==> config.mk <==
export PLATFORM = sky130hd
export DESIGN_NAME = multicycle_control_flat
export DESIGN_NICKNAME = d
export VERILOG_FILES = /design/src/rtl/multicycle_control_pkg.sv /design/src/rtl/multicycle_control_if.sv /design/src/rtl/multicycle_control_outdec.sv /design/src/rtl/multicycle_control.sv /design/src/flat_wrapper.sv
export SDC_FILE = /design/constraint.sdc
export NUM_CORES = 1
export LEC_CHECK = 0
export ABC_AREA = 1
export BUFFER_PORTS_ARGS = -buffer_cell sky130_fd_sc_hd__buf_2
export CAP_MARGIN = 20
export CORE_UTILIZATION = 50
export DETAILED_ROUTE_END_ITERATION = 7
export PLACE_DENSITY_LB_ADDON = 0.3
export SYNTH_ARGS = -nofsm -noshare
export SYNTH_HDL_FRONTEND = slang
export SYNTH_HIERARCHICAL = 1
export SYNTH_SLANG_ARGS = --single-unit
==> constraint.sdc <==
create_clock -name clk -period 1.4 [get_ports clk]
set_clock_uncertainty 0.05 [all_clocks]
set_input_delay 0.21 -clock clk [delete_from_list [all_inputs] [get_ports clk]]
set_output_delay 0.21 -clock clk [all_outputs]
set_load 0.03 [all_outputs]
==> src/rtl/multicycle_control_pkg.sv <==
// Shared types and constants for the multicycle CPU control FSM.
// Optional feature macro: MC_JUMP_EN (enables the j instruction / JUMP state).
package mc_pkg;

   // Opcodes, IR[31:26]
   localparam logic [5:0] OP_R    = 6'b000000;
   localparam logic [5:0] OP_LW   = 6'b100011;
   localparam logic [5:0] OP_SW   = 6'b101011;
   localparam logic [5:0] OP_BEQ  = 6'b000100;
   localparam logic [5:0] OP_ADDI = 6'b001000;
   localparam logic [5:0] OP_SUBI = 6'b001001;
   localparam logic [5:0] OP_J    = 6'b000010;

   // aluop1/aluop0 encodings seen by the ALU control decoder
   localparam logic [1:0] ALU_ADD   = 2'b00;
   localparam logic [1:0] ALU_SUB   = 2'b01;
   localparam logic [1:0] ALU_FUNCT = 2'b10;

   typedef enum logic [3:0] {
      S_FETCH  = 4'd0,
      S_DECODE = 4'd1,
      S_MEMADR = 4'd2,
      S_MEMRD  = 4'd3,
      S_MEMWB  = 4'd4,
      S_MEMWR  = 4'd5,
      S_EXEC   = 4'd6,
      S_RWB    = 4'd7,
      S_BRANCH = 4'd8,
      S_IEXEC  = 4'd9,
      S_IWB    = 4'd10,
      S_JUMP   = 4'd11
   } state_t;

   typedef struct packed {
      logic       pcwrite;
      logic       pcwritecond;
      logic       iord;
      logic       memread;
      logic       memwrite;
      logic       irwrite;
      logic       memtoreg;
      logic       regdst;
      logic       regwrite;
      logic       alusrca;
      logic [1:0] alusrcb;
      logic [1:0] aluop;
      logic [1:0] pcsource;
   } ctrl_t;

   // States that wait on the memory ready handshake (watched by the watchdog)
   function automatic logic is_mem_state(state_t s);
      return (s == S_FETCH) || (s == S_MEMRD) || (s == S_MEMWR);
   endfunction

endpackage

==> src/rtl/multicycle_control_if.sv <==
// Control-unit bus: opcode and memory handshake in, datapath controls out.
// master = control unit side, slave = datapath/environment side.
interface multicycle_control_if;
   logic [5:0] op;
   logic       mem_ready;
   logic       pcwrite;
   logic       pcwritecond;
   logic       iord;
   logic       memread;
   logic       memwrite;
   logic       irwrite;
   logic       memtoreg;
   logic       regdst;
   logic       regwrite;
   logic       alusrca;
   logic [1:0] alusrcb;
   logic       aluop1;
   logic       aluop0;
   logic [1:0] pcsource;
   logic       illegal_op;
   logic       mem_timeout;
   logic [3:0] state;

   modport master (
      input  op, mem_ready,
      output pcwrite, pcwritecond, iord, memread, memwrite, irwrite, memtoreg,
             regdst, regwrite, alusrca, alusrcb, aluop1, aluop0, pcsource,
             illegal_op, mem_timeout, state
   );

   modport slave (
      output op, mem_ready,
      input  pcwrite, pcwritecond, iord, memread, memwrite, irwrite, memtoreg,
             regdst, regwrite, alusrca, alusrcb, aluop1, aluop0, pcsource,
             illegal_op, mem_timeout, state
   );
endinterface

==> src/rtl/multicycle_control_outdec.sv <==
// Moore output decoder: state (+subi_q, mem_ready for FETCH gating) -> controls.
// wr_en_i=0 suppresses every write enable (used while reset is asserted).
// JUMP outputs exist only with MC_JUMP_EN.
module mc_outdec
   import mc_pkg::*;
(
   input  state_t state_i,
   input  logic   subi_i,
   input  logic   mem_ready_i,
   input  logic   wr_en_i,
   output ctrl_t  ctrl_o
);

   // Per-state control word; anything not set stays 0
   always_comb begin
      ctrl_t c;
      c = '0;
      case (state_i)
         S_FETCH: begin
            c.memread = 1'b1;
            c.irwrite = mem_ready_i;
            c.pcwrite = mem_ready_i;
            c.alusrcb = 2'b01;
            c.aluop   = ALU_ADD;
         end
         S_DECODE: begin
            c.alusrcb = 2'b11;
            c.aluop   = ALU_ADD;
         end
         S_MEMADR: begin
            c.alusrca = 1'b1;
            c.alusrcb = 2'b10;
            c.aluop   = ALU_ADD;
         end
         S_MEMRD: begin
            c.memread = 1'b1;
            c.iord    = 1'b1;
         end
         S_MEMWB: begin
            c.regwrite = 1'b1;
            c.memtoreg = 1'b1;
         end
         S_MEMWR: begin
            c.memwrite = 1'b1;
            c.iord     = 1'b1;
         end
         S_EXEC: begin
            c.alusrca = 1'b1;
            c.aluop   = ALU_FUNCT;
         end
         S_RWB: begin
            c.regwrite = 1'b1;
            c.regdst   = 1'b1;
         end
         S_BRANCH: begin
            c.alusrca     = 1'b1;
            c.aluop       = ALU_SUB;
            c.pcwritecond = 1'b1;
            c.pcsource    = 2'b01;
         end
         S_IEXEC: begin
            c.alusrca = 1'b1;
            c.alusrcb = 2'b10;
            c.aluop   = subi_i ? ALU_SUB : ALU_ADD;
         end
         S_IWB: begin
            c.regwrite = 1'b1;
         end
`ifdef MC_JUMP_EN
         S_JUMP: begin
            c.pcwrite  = 1'b1;
            c.pcsource = 2'b10;
         end
`endif
         default: c = '0;
      endcase
      if (!wr_en_i) begin
         c.pcwrite     = 1'b0;
         c.pcwritecond = 1'b0;
         c.irwrite     = 1'b0;
         c.memwrite    = 1'b0;
         c.regwrite    = 1'b0;
      end
      ctrl_o = c;
   end

endmodule

==> src/rtl/multicycle_control.sv <==
// Main control FSM of the multicycle CPU: state register, subi flag,
// memory-wait watchdog and the illegal_op / mem_timeout pulse flags.
// Optional feature macro: MC_JUMP_EN (j opcode -> JUMP state; otherwise illegal).
module multicycle_control
   import mc_pkg::*;
#(
   parameter int MEM_WAIT_MAX = 255,
   parameter int CNT_W        = 8
) (
   input  logic                 clk,
   input  logic                 rst_n,
   multicycle_control_if.master bus
);

   state_t           state_q, state_d;
   logic             subi_q, subi_d;
   logic [CNT_W-1:0] cnt_q, cnt_d;
   logic             ill_q, ill_d;
   logic             to_q, to_d;
   ctrl_t            ctrl;

   // Next-state, subi capture, watchdog counter and pulse requests
   always_comb begin
      state_d = state_q;
      subi_d  = subi_q;
      cnt_d   = '0;
      ill_d   = 1'b0;
      to_d    = 1'b0;
      case (state_q)
         S_FETCH:  if (bus.mem_ready) state_d = S_DECODE;
         S_DECODE: begin
            subi_d = (bus.op == OP_SUBI);
            case (bus.op)
               OP_LW, OP_SW:     state_d = S_MEMADR;
               OP_R:             state_d = S_EXEC;
               OP_BEQ:           state_d = S_BRANCH;
               OP_ADDI, OP_SUBI: state_d = S_IEXEC;
`ifdef MC_JUMP_EN
               OP_J:             state_d = S_JUMP;
`endif
               default: begin
                  state_d = S_FETCH;
                  ill_d   = 1'b1;
               end
            endcase
         end
         S_MEMADR: state_d = (bus.op == OP_LW) ? S_MEMRD : S_MEMWR;
         S_MEMRD:  if (bus.mem_ready) state_d = S_MEMWB;
         S_MEMWB:  state_d = S_FETCH;
         S_MEMWR:  if (bus.mem_ready) state_d = S_FETCH;
         S_EXEC:   state_d = S_RWB;
         S_RWB:    state_d = S_FETCH;
         S_BRANCH: state_d = S_FETCH;
         S_IEXEC:  state_d = S_IWB;
         S_IWB:    state_d = S_FETCH;
         default:  state_d = S_FETCH;
      endcase
      // A ready cycle always leaves the memory state, so the counter only
      // survives while stalled; on the limit, abort to FETCH (refetch in FETCH).
      if (is_mem_state(state_q) && !bus.mem_ready) begin
         if (cnt_q == CNT_W'(MEM_WAIT_MAX)) begin
            state_d = S_FETCH;
            to_d    = 1'b1;
         end else begin
            cnt_d = cnt_q + 1'b1;
         end
      end
   end

   // State and flag registers, synchronous active-low reset
   always_ff @(posedge clk) begin
      if (!rst_n) begin
         state_q <= S_FETCH;
         subi_q  <= 1'b0;
         cnt_q   <= '0;
         ill_q   <= 1'b0;
         to_q    <= 1'b0;
      end else begin
         state_q <= state_d;
         subi_q  <= subi_d;
         cnt_q   <= cnt_d;
         ill_q   <= ill_d;
         to_q    <= to_d;
      end
   end

   mc_outdec u_outdec (
      .state_i    (state_q),
      .subi_i     (subi_q),
      .mem_ready_i(bus.mem_ready),
      .wr_en_i    (rst_n),
      .ctrl_o     (ctrl)
   );

   assign bus.pcwrite     = ctrl.pcwrite;
   assign bus.pcwritecond = ctrl.pcwritecond;
   assign bus.iord        = ctrl.iord;
   assign bus.memread     = ctrl.memread;
   assign bus.memwrite    = ctrl.memwrite;
   assign bus.irwrite     = ctrl.irwrite;
   assign bus.memtoreg    = ctrl.memtoreg;
   assign bus.regdst      = ctrl.regdst;
   assign bus.regwrite    = ctrl.regwrite;
   assign bus.alusrca     = ctrl.alusrca;
   assign bus.alusrcb     = ctrl.alusrcb;
   assign bus.aluop1      = ctrl.aluop[1];
   assign bus.aluop0      = ctrl.aluop[0];
   assign bus.pcsource    = ctrl.pcsource;
   assign bus.illegal_op  = ill_q;
   assign bus.mem_timeout = to_q;
   assign bus.state       = state_q;

endmodule

==> src/flat_wrapper.sv <==
// flat-port wrapper written by rule: the top's interface ports become plain ports
module multicycle_control_flat import mc_pkg::*;
#(
   parameter int MEM_WAIT_MAX = 255,
   parameter int CNT_W        = 8
)
  (clk, rst_n, bus_op, bus_mem_ready, bus_pcwrite, bus_pcwritecond, bus_iord, bus_memread, bus_memwrite, bus_irwrite, bus_memtoreg, bus_regdst, bus_regwrite, bus_alusrca, bus_alusrcb, bus_aluop1, bus_aluop0, bus_pcsource, bus_illegal_op, bus_mem_timeout, bus_state);
  multicycle_control_if bus_i ();
  input  logic clk;
  input  logic rst_n;
  input wire logic [$bits(bus_i.op)-1:0] bus_op;
  input wire logic [$bits(bus_i.mem_ready)-1:0] bus_mem_ready;
  output wire logic [$bits(bus_i.pcwrite)-1:0] bus_pcwrite;
  output wire logic [$bits(bus_i.pcwritecond)-1:0] bus_pcwritecond;
  output wire logic [$bits(bus_i.iord)-1:0] bus_iord;
  output wire logic [$bits(bus_i.memread)-1:0] bus_memread;
  output wire logic [$bits(bus_i.memwrite)-1:0] bus_memwrite;
  output wire logic [$bits(bus_i.irwrite)-1:0] bus_irwrite;
  output wire logic [$bits(bus_i.memtoreg)-1:0] bus_memtoreg;
  output wire logic [$bits(bus_i.regdst)-1:0] bus_regdst;
  output wire logic [$bits(bus_i.regwrite)-1:0] bus_regwrite;
  output wire logic [$bits(bus_i.alusrca)-1:0] bus_alusrca;
  output wire logic [$bits(bus_i.alusrcb)-1:0] bus_alusrcb;
  output wire logic [$bits(bus_i.aluop1)-1:0] bus_aluop1;
  output wire logic [$bits(bus_i.aluop0)-1:0] bus_aluop0;
  output wire logic [$bits(bus_i.pcsource)-1:0] bus_pcsource;
  output wire logic [$bits(bus_i.illegal_op)-1:0] bus_illegal_op;
  output wire logic [$bits(bus_i.mem_timeout)-1:0] bus_mem_timeout;
  output wire logic [$bits(bus_i.state)-1:0] bus_state;
  assign bus_i.op = bus_op;
  assign bus_i.mem_ready = bus_mem_ready;
  assign bus_pcwrite = bus_i.pcwrite;
  assign bus_pcwritecond = bus_i.pcwritecond;
  assign bus_iord = bus_i.iord;
  assign bus_memread = bus_i.memread;
  assign bus_memwrite = bus_i.memwrite;
  assign bus_irwrite = bus_i.irwrite;
  assign bus_memtoreg = bus_i.memtoreg;
  assign bus_regdst = bus_i.regdst;
  assign bus_regwrite = bus_i.regwrite;
  assign bus_alusrca = bus_i.alusrca;
  assign bus_alusrcb = bus_i.alusrcb;
  assign bus_aluop1 = bus_i.aluop1;
  assign bus_aluop0 = bus_i.aluop0;
  assign bus_pcsource = bus_i.pcsource;
  assign bus_illegal_op = bus_i.illegal_op;
  assign bus_mem_timeout = bus_i.mem_timeout;
  assign bus_state = bus_i.state;
  multicycle_control #(.MEM_WAIT_MAX(MEM_WAIT_MAX), .CNT_W(CNT_W)) u_core (.clk(clk), .rst_n(rst_n), .bus(bus_i));
endmodule
== Word-level counts from Yosys, hierarchy flattened ==
Cells that the tools add are included.
Widths: inputs -> output; s select.
Word-level totals
  flip-flop bits (word level): 15
  memories kept: 0
  output and inout port bits: 22
  word-level logic and storage cells: 67
  memory bits (writable): 0
  bits in latches: 0
  ROM bits: 0
Operators by class
  equal/unequal tests: 16
  magnitude comparators: 0
  bitwise logic cells: 2
  $mul: 0
  reductions and logical operators: 17
  add/subtract/negate cells: 1
  shifts and indexed selects: 0
  muxes and demuxes: 26
  divide/modulo/power cells: 0
Operator list (count)
  $pmux 4 s7: 1
  $mux 4: 5
  $eq 4x3->1 const B: 4
  $pmux 4 s4: 1
  $mux 1: 14
  $eq 4x4->1 const B: 3
  $eq 6x4->1 const B: 2
  $eq 6x6->1 const B: 2
  $pmux 2 s3: 2
  $reduce_or 2->1: 5
  $add 8x1->8 const B: 1
  $eq 4x2->1 const B: 2
  $eq 8x8->1 const B: 1
  $eq 6x3->1 const B: 1
  $logic_not 6->1: 1
  $reduce_or 3->1: 2
  $reduce_or 6->1: 1
  $eq 4x1->1 const B: 1
  $logic_not 4->1: 1
  $mux 2: 2
  $reduce_and 2->1: 2
  $reduce_or 4->1: 1
  $mux 3: 1
  $logic_or 1x1->1: 2
  other kinds (3): 4

== Logic depth before layout (Yosys ltp) ==
Gate-level depths: netlist (run 1).
  depth after elaboration: 6
  mapped depth: 8
  depth with buffers taken out: 8

== By module ==
Netlist (run 1), hierarchy kept.
By module, submodules not included
  multicycle_control: times used 1, cells an instance 129, sequential area each 300.3 um^2, area an instance 825.8 um^2
  mc_outdec: times used 1, cells an instance 42, sequential area each 0.0 um^2, area an instance 181.4 um^2

== Least setup slack after synthesis (run 1) ==
No wires, ideal clock.
  path kind: reg2out
  start: register u_core.state_q[1], in the netlist u_core/bus.state[1]
  end: output bus_alusrcb[1]
  path slack: -0.356 ns
  stages on the path, launching flop included: 5
  data arrival time: 1.496 ns
  buffers on the path: 0
  cell sequence: dfxtp_1 -> inv_1 -> nor2_1 -> nand2_1 -> a21oi_1
Between the ends
  word-level cells in the longest chain between the ends: 3
RTL lines
  start: declaration: RTL line multicycle_control.sv:15  | state_t state_q, state_d;
  start signal: assignment: RTL line multicycle_control.sv:79  | state_q <= state_d;
  $eq 4x2->1 / $eq 4x4->1 (equally long branches): RTL line multicycle_control_outdec.sv:18  | case (state_i)
  $reduce_or 2->1 (no line)
  $pmux 2 s3 (*): RTL line multicycle_control_outdec.sv:18
  end: declaration: RTL line flat_wrapper.sv:23  | output wire logic [$bits(bus_i.alusrcb)-1:0] bus_alusrcb;
Mark *: on every way between the ends. The rest lies on a longest branch, timed or not.

== Worst setup path in the final report (run 1) ==
  start: register u_core.state_q[3], in the netlist u_core/bus.state[3]
  end: output bus_regwrite
Between the ends
  word-level cells in the longest chain between the ends: 4
RTL lines
  $eq 4x3->1 / $eq 4x4->1 (equally long branches): RTL line multicycle_control_outdec.sv:18
  $reduce_or 3->1 (no line) (*)
  $mux 1 (*): RTL line multicycle_control_outdec.sv:18
  $mux 1 (*): RTL line multicycle_control_outdec.sv:77  | if (!wr_en_i) begin
  end: declaration: RTL line flat_wrapper.sv:21  | output wire logic [$bits(bus_i.regwrite)-1:0] bus_regwrite;
Marks and branches as above.

==> metrics.txt, run 1 <==
pin count of the biggest net entering global routing=9; drt drc=0; critical-path cell list=inv_6, nor2_4, nand2_1, nand3_1, nand2_1, inv_1, buf_6; WL final=4.71 mm; number of distinct library cells after synthesis=19; YS warnings=6; outcome=finished, violations left; peak supply drop=0.754 mV; crit path from=u_core/bus.state[3]; Floorplan Core Area=1800 um2; CTS Hold Buffers Added=0; Pwr per Cell Area=560 nW/um2; dpl ws=0.0152 ns; final hold vios=0; via count=1468; Post-layout nets=224; failing checks=setup timing; Clk Latency, worst-skew pair=0.29 ns; global-route wire length before repair=4.69 mm; CTS max path bufs=2; initial cell density of the core=55.9%; data arrival time of the worst path=1.41 ns; H-tree depth=1; Total Routing Usage GR=30.3%; commonest non-fill, non-tap cell in the layout=nand2_1; sequential-to-total area share from yosys stat=29.8%; initial antenna violation count=0; drt first-iter violations=105; Row Count=15; kind of end point of the critical path=output pin; post-detail-place hpwl=1.83 mm; DR WL/cell=19.8 um; cell count after placement=223; Req. time, crit path=1.14 ns; TritonCTS clock tree=done; Crit Path Category=reg -> out; Fmax=597 MHz; layout cell share with drive strength beyond 1=47.9%; Cell Int Power=609 uW; fin worst setup slack=-0.274 ns; Setup violations, final=28; Mapped Nets=181; Mapped Area=1010 um2; Critical-path top delay cell=dfxtp_4; # fillers=84; CTS clock-pin slew for the worst setup and hold paths=0.10 ns; cell mode on critical path=nand2_1; Port Buffers=29; Yosys reg bits=15; Final ANT Viol Nets=0; # diodes=0; Die Y=46.9 um; grt ovf=0; Mapped Cells=171; gp weighted congestion=0.808; cts bufs inserted=3; CTS sink cnt=15; Tcrit/Tclk final=120%; die width=46.9 um; minimum clock period=1.67 ns; combinational group share of total power=23.2%; largest stage delay on the critical path=0.43 ns; most frequent cells in the layout=nand2_1 (30), nor2_1 (23), buf_6 (19), inv_1 (19); IO Pins=31; Psw=292 uW; fin cells=238; root buffer cell=clkbuf_4; Hold Startpoint=bus_op[0]; Seq pwr share=48.6%; DIE AREA=2200 um2; Sw Ratio=32.4%; clock group share of total power=28.3%; RSZ-0062 raised after global routing=yes; First-pass DRT Iterations=6; vias per cell=6.17; crit start category=register; Leak=0.000749 uW; hold crit path type=in -> reg; Final Slew Violations=0; Mean Syn Cell Area=5.89 um2; max-cap violations=0; RR Startpoint=u_core/bus.state[0]; synthesis-to-layout area growth=59.6%; number of global-route vias before repair=1153; Critical Path Fanout Max=5
==> routing by layer <==
layer | GRT usage, % | share of wire [%] | vias to the layer above | routed length, um
met5 | 0 | 0 | - | 0
met4 | 16.6 | 10 | 0 | 488
met3 | 8.85 | 13 | 72 | 633
met2 | 56.4 | 44 | 164 | 2070
met1 | 29.8 | 32 | 634 | 1520
li1 | - | - | 598 | -
==> cell usage after synthesis (all sizes together) <==
| cell type | n | area share, % |
|---|---|---|
| a21oi | 4 | 2.0 |
| buf | 2 | 1.5 |
| conb | 1 | 0.37 |
| dfxtp | 15 | 30 |
| ha | 1 | 1.2 |
| inv | 29 | 11 |
| nand2 | 45 | 17 |
| nand3 | 16 | 8.4 |
| nand4 | 3 | 3.4 |
| nor2 | 45 | 19 |
| nor3 | 2 | 0.99 |
| o21ai | 2 | 0.99 |
| xnor2 | 3 | 2.6 |
| xor2 | 3 | 2.6 |
==> final timing paths <==
| check | depth (start not counted) | end | slack [ns] |
|---|---|---|---|
| setup / recovery | 7 | bus_regwrite | -0.27 |
| hold / removal | 3 | u_core/subi_q | 0.18 |
| setup reg to reg | 7 | u_core/bus.state[2] | -0.19 |
| hold reg to reg | 1 | u_core/cnt_q[0] | 0.38 |
==> power by group through the flow <==
stage,clock (uW),sequential (uW),combinational [uW]
floorplan,0,458,90.6
global placement,0,452,133
detailed placement,0,453,135
CTS,246,435,161
global route,284,439,220
finish,255,438,209
==> repair_timing <==
action,in CTS,in global routing
pin swaps,3,18
buffers inserted,8,4
gates resized for setup,45,58
endpoints found under the setup margin,14,30
==> stage by stage <==
stage          hold slack, ns  setup TNS, ns  util, %  power, uW  instance area, um2
2_1_floorplan           0.291        -0.0314        -        549                1030
3_3_place_gp            0.382              0     66.4        585                1200
3_5_place_dp            0.402              0     66.4        588                1200
4_1_cts                 0.140         -0.425     78.5        842                1420
5_1_grt                 0.155          -5.21     89.2        942                1610
6_report                0.176          -3.44     89.2        901                1610
==> sequential cells by signal, summed over array words and instances (netlist names) <==
signal	cells
u_core/bus.illegal_op	1
u_core/bus.mem_timeout	1
u_core/bus.state	4
u_core/cnt_q	8
u_core/subi_q	1
==> cells by family (layout without fill, tap and decap cells) <==
kind of cell               Yosys count  after routing  synth area share [%]
and+or+nand+nor                    111            111                  48.1
buffers and inverters               31             73                  12.3
DFF                                 15             15                  29.8
AOI/OAI and AO/OA                    6              6                  2.98
xor gates and xnor gates             6              6                  5.22
adders and majority gates            1              1                  1.24
other                                1              1                 0.372
==> critical path, delay by kind of cell, from the launching register on <==
kind	cells	cell delay (ns)
buf+inv	3	0.28
flops	1	0.43
simple gates	4	0.41
==> area by class of cell <==
type	instances	area [um2]	share of cell area [%]
inverters	29	124	7.70
clock buffers	4	26.3	1.63
well taps	25	31.3	1.95
multi-input cells	125	773	48.1
repair buffers	40	337	20.9
flip-flops and latches	15	317	19.7
Note: power is estimated with default switching activity, not from simulation.
==> run 2: changes to the inputs <==
--- a/config.mk
+++ b/config.mk
@@ -5,10 +5,9 @@
 export SDC_FILE = /design/constraint.sdc
 export NUM_CORES = 1
 export LEC_CHECK = 0
-export ABC_AREA = 1
 export BUFFER_PORTS_ARGS = -buffer_cell sky130_fd_sc_hd__buf_2
 export CAP_MARGIN = 20
-export CORE_UTILIZATION = 50
+export CORE_UTILIZATION = 51
 export DETAILED_ROUTE_END_ITERATION = 7
 export PLACE_DENSITY_LB_ADDON = 0.3
 export SYNTH_ARGS = -nofsm -noshare
==> run 2 against run 1 <==
The flow now stops in 5_1_grt. Area after synthesis up 5.6%. Synthesized cell count down 26%.
==> metrics.txt, run 2 <==
number of distinct library cells after synthesis=44 (was 19); Synth top cells by count=nor2_1 (16), dfxtp_1 (15), nor3_1 (10) (was nand2_1 (45), nor2_1 (40), inv_1 (26)); Mapped Area=1060 um2 (was 1010 um2); worst endpoint type=sequential cell input; most frequent cell after synthesis=nor2_1 (was nand2_1); post-synth top area share=28.2% (was 29.8%); Die Y=47.7 um (was 46.9 um); Post-synth EDFFs=0 (unchanged); cts bufs inserted=3 (unchanged); Port Buffers=29 (unchanged); Mean Syn Cell Area=8.37 um2 (was 5.89 um2); H-tree depth=1 (unchanged); CTS max path bufs=2 (unchanged); Mapped Cells=127 (was 171); YS warnings=6 (unchanged); ranking of synthesized cells by area=dfxtp_1 (28%), nor2_1 (5.6%), nor3_1 (4.7%), nand2b_1 (4.1%), xnor2_1 (4.1%) (was dfxtp_1 (30%), nand2_1 (17%), nor2_1 (15%), inv_1 (9.7%), nand3_1 (7.5%)); pin count of the biggest net entering global routing=12; sequential-to-total area share from yosys stat=28.2% (was 29.8%); outcome=did not finish (was finished, violations left); initial cell density of the core=54.2% (was 55.9%); Yosys top cell by area=dfxtp_1 (unchanged); root buffer cell=clkbuf_4 (unchanged); First Error=[ERROR DPL-0038] Utilization greater than 100%, impossible to legalize; dpl cell area=1590 um2 (was 1200 um2); fraction of registers with async set/reset=0% (unchanged); Worst endpoint, post-GRT repair=u_core/bus.state[1]$_SDFF_PN0_/D; IO Pins=31 (unchanged); Yosys reg bits=15 (unchanged); gp weighted congestion=0.954 (was 0.808); Fail Step=5_1_grt; Mapped Nets=137 (was 181); post-detail-place hpwl=2.28 mm (was 1.83 mm); die width=47.7 um (was 46.9 um); Row Count=16 (was 15); CTS sink cnt=15 (unchanged); Top FF cell, synth=dfxtp_1 (unchanged)
## run 2: cell types whose count changed after synthesis, sizes merged, moves of 3 or more
cell    delta
inv       -24
nand2     -42
nand2b     +7
buf        +7
nand3     -10
nor2      -29
nand3b     +3
nor3       +9
nor4       +6
and3       +5
## run 2: cells by family after synthesis
logic type / Yosys count / synth area share, %
and+or+nand+nor: 66 / 36.1
AOI/OAI and AO/OA: 20 / 16.9
DFF: 15 / 28.2
buffers and inverters: 14 / 8.71
xor gates and xnor gates: 9 / 7.41
adders and majority gates: 1 / 1.18
other: 1 / 0.353
muxes: 1 / 1.06
## run 2: timing repair
item,CTS
hold buffers,0
resized for setup,49
pin swaps,9
buffers inserted,15
endpoints found under the setup margin,19
## run 2: stage by stage
stage | setup slack (ns) | std cells
after detailed placement | -0.0918 | 205
after global placement | -0.0110 | 205
after CTS | -0.230 | 223
after floorplan | -0.0586 | 127
==> run 3: changes to the inputs <==
--- a/config.mk
+++ b/config.mk
@@ -7,9 +7,10 @@
 export LEC_CHECK = 0
 export BUFFER_PORTS_ARGS = -buffer_cell sky130_fd_sc_hd__buf_2
 export CAP_MARGIN = 20
-export CORE_UTILIZATION = 51
+export CORE_AREA = 2 2 63 65
 export DETAILED_ROUTE_END_ITERATION = 7
-export PLACE_DENSITY_LB_ADDON = 0.3
+export DIE_AREA = 0 0 65 67
+export PLACE_DENSITY_LB_ADDON = 0.15
 export SYNTH_ARGS = -nofsm -noshare
 export SYNTH_HDL_FRONTEND = slang
 export SYNTH_HIERARCHICAL = 1
==> run 3 against run 2 <==
The flow now finishes, with violations (setup timing). Synthesized cell count stayed put. Area after synthesis stayed put.
==> metrics.txt, run 3 <==
Clk Latency, worst-skew pair=0.25 ns; Fmax=624 MHz; die width=65 um (was 47.7 um); initial cell density of the core=29.5% (was 54.2%); most frequent cells in the layout=buf_4 (35), buf_6 (31), nor2_1 (14), buf_2 (13), dfxtp_1 (11); data arrival time of the worst path=1.34 ns; hold crit path type=in -> reg; Setup violations, final=19; gp weighted congestion=0.819 (was 0.954); Simple-Gate Fraction of Synth Area=36.1% (unchanged); largest family of logic cells by synthesized area=simple AND/OR/NAND/NOR gates (unchanged); adder-cell share of the synthesized area=1.18% (unchanged); most frequent cell after synthesis=nor2_1 (unchanged); Yosys top cell by area=dfxtp_1 (unchanged); Mapped Area=1060 um2 (unchanged); via count=1208; Row Count=22 (was 16); multi-input combinational cell area=926 um2; grt ovf=0; minimum clock period=1.60 ns; synthesis-to-layout area growth=98.9%; vias per cell=4.77; kind of end point of the critical path=output pin; Critical Path Fanout Max=8; Synth top cells by count=nor2_1 (16), dfxtp_1 (15), nor3_1 (10) (unchanged); final total negative setup slack=-2.41 ns; Leak=0.000865 uW; Tcrit/Tclk final=114%; global-route wire length before repair=5.19 mm; sequential-to-total area share from yosys stat=28.2% (unchanged); Synth Area in Compound Gates=16.9% (unchanged); Req. time, crit path=1.14 ns; register area=315 um2; number of global-route vias before repair=1150; outcome=finished, violations left (was did not finish); peak supply drop=0.311 mV; Final Slew Violations=0; post-detail-place hpwl=2.20 mm (was 2.28 mm); DIE AREA=4360 um2; # diodes=0; YS warnings=6 (unchanged); pin count of the biggest net entering global routing=11; post-synth top area share=28.2% (unchanged); Crit Path Category=reg -> out; DR WL/cell=12.8 um; post-synthesis mux area share=1.06% (unchanged); Die Y=67 um (was 47.7 um); drt first-iter violations=40; failing checks=setup timing; dpl ws=-0.0520 ns (was -0.0918 ns); final hold vios=0; max-cap violations=0; fin worst setup slack=-0.202 ns; Post-synth EDFFs=0 (unchanged); post-synthesis xor/xnor area fraction=7.41% (unchanged); Post-layout nets=216; fraction of registers with async set/reset=0% (unchanged); drt drc=0; Top FF cell, synth=dfxtp_1 (unchanged); WL final=3.24 mm; commonest non-fill, non-tap cell in the layout=buf_4; initial antenna violation count=0; Mapped Nets=137 (unchanged); Mean Syn Cell Area=8.37 um2 (unchanged); CTS sink cnt=15 (unchanged); crit start category=register; number of distinct library cells after synthesis=44 (unchanged); Port Buffers=29 (unchanged); ranking of synthesized cells by area=dfxtp_1 (28%), nor2_1 (5.6%), nor3_1 (4.7%), nand2b_1 (4.1%), xnor2_1 (4.1%) (unchanged); First-pass DRT Iterations=4; root buffer cell=clkbuf_8 (was clkbuf_4); CTS max path bufs=2 (unchanged); Mapped Cells=127 (unchanged); Biggest register=u_core/cnt_q; cts bufs inserted=3 (unchanged); Final ANT Viol Nets=0; IO Pins=31 (unchanged); Total Routing Usage GR=15.2%; # fillers=294; Yosys reg bits=15 (unchanged); TritonCTS clock tree=done; fin cells=253; max reg flops=8; Floorplan Core Area=3610 um2; cell count after placement=227 (was 205); layout cell share with drive strength beyond 1=62.9%; H-tree depth=1 (unchanged); Pwr per Cell Area=531 nW/um2; RSZ-0062 raised after global routing=yes; CTS clock-pin slew for the worst setup and hold paths=0.06 ns; CTS Hold Buffers Added=0 (unchanged)
## run 3: cell counts after synthesis
No cell type changed its count.
## run 3: metrics by stage
stage          hold WS (ns)  instance area, um2  util, %  total power, uW
6_report              0.349                2120     58.7             1120
5_1_grt               0.370                2120     58.7             1180
4_1_cts               0.344                1940     53.8             1100
3_5_place_dp          0.422                1630     45.1              708
3_3_place_gp          0.418                1630     45.1              702
2_1_floorplan         0.314                1260        -              623
## run 3: area by class of cell
| cell class | instances | area share (%) |
|---|---|---|
| multi-input combinational | 98 | 43.8 |
| sequential | 15 | 14.9 |
| tap | 48 | 2.84 |
| timing repair buffer | 83 | 35.3 |
| inverter | 5 | 1.01 |
| clock inverter | 1 | 0.237 |
| clock buffer | 3 | 1.95 |
## run 3: kinds of logic after synthesis
logic type      Yosys count
xor+xnor                  9
flops                    15
simple gates             66
other cells               1
mux                       1
buf+inv                  14
fa+ha+maj                 1
compound gates           20
## run 3: where the power goes
part | switching [uW] | internal [uW] | total [uW]
combinational | 168 | 163 | 331
clock | 154 | 197 | 351
sequential | 12.4 | 430 | 442
## run 3: routing by layer
layer,wire length (um),vias up,global-route usage [%]
met5,0,-,0
met4,53,0,6.38
met3,89,4,1.69
met2,1690,23,25.4
met1,1410,569,19.7
li1,-,612,-
## run 3: final timing paths
path | endpoint | from | slack, ns | cells after the start
min reg2reg | u_core/subi_q | u_core/subi_q | 0.44 | 2
max | bus_alusrcb[1] | u_core/bus.state[3] | -0.20 | 3
max reg2reg | u_core/bus.state[2] | u_core/bus.state[1] | -0.14 | 5
min | u_core/subi_q | bus_op[0] | 0.35 | 4
## run 3: critical path, stage by stage, from the launching register on
cell and delay, ns:
dfxtp_4 0.38, or3b_4 0.43, a21oi_4 0.14, buf_6 0.14
## run 3: what timing repair did
action	4_1_cts	5_1_grt
pin swaps	10	20
endpoints found under the setup margin	19	30
setup buffers	13	9
gates cloned	0	0
gates resized for setup	47	28
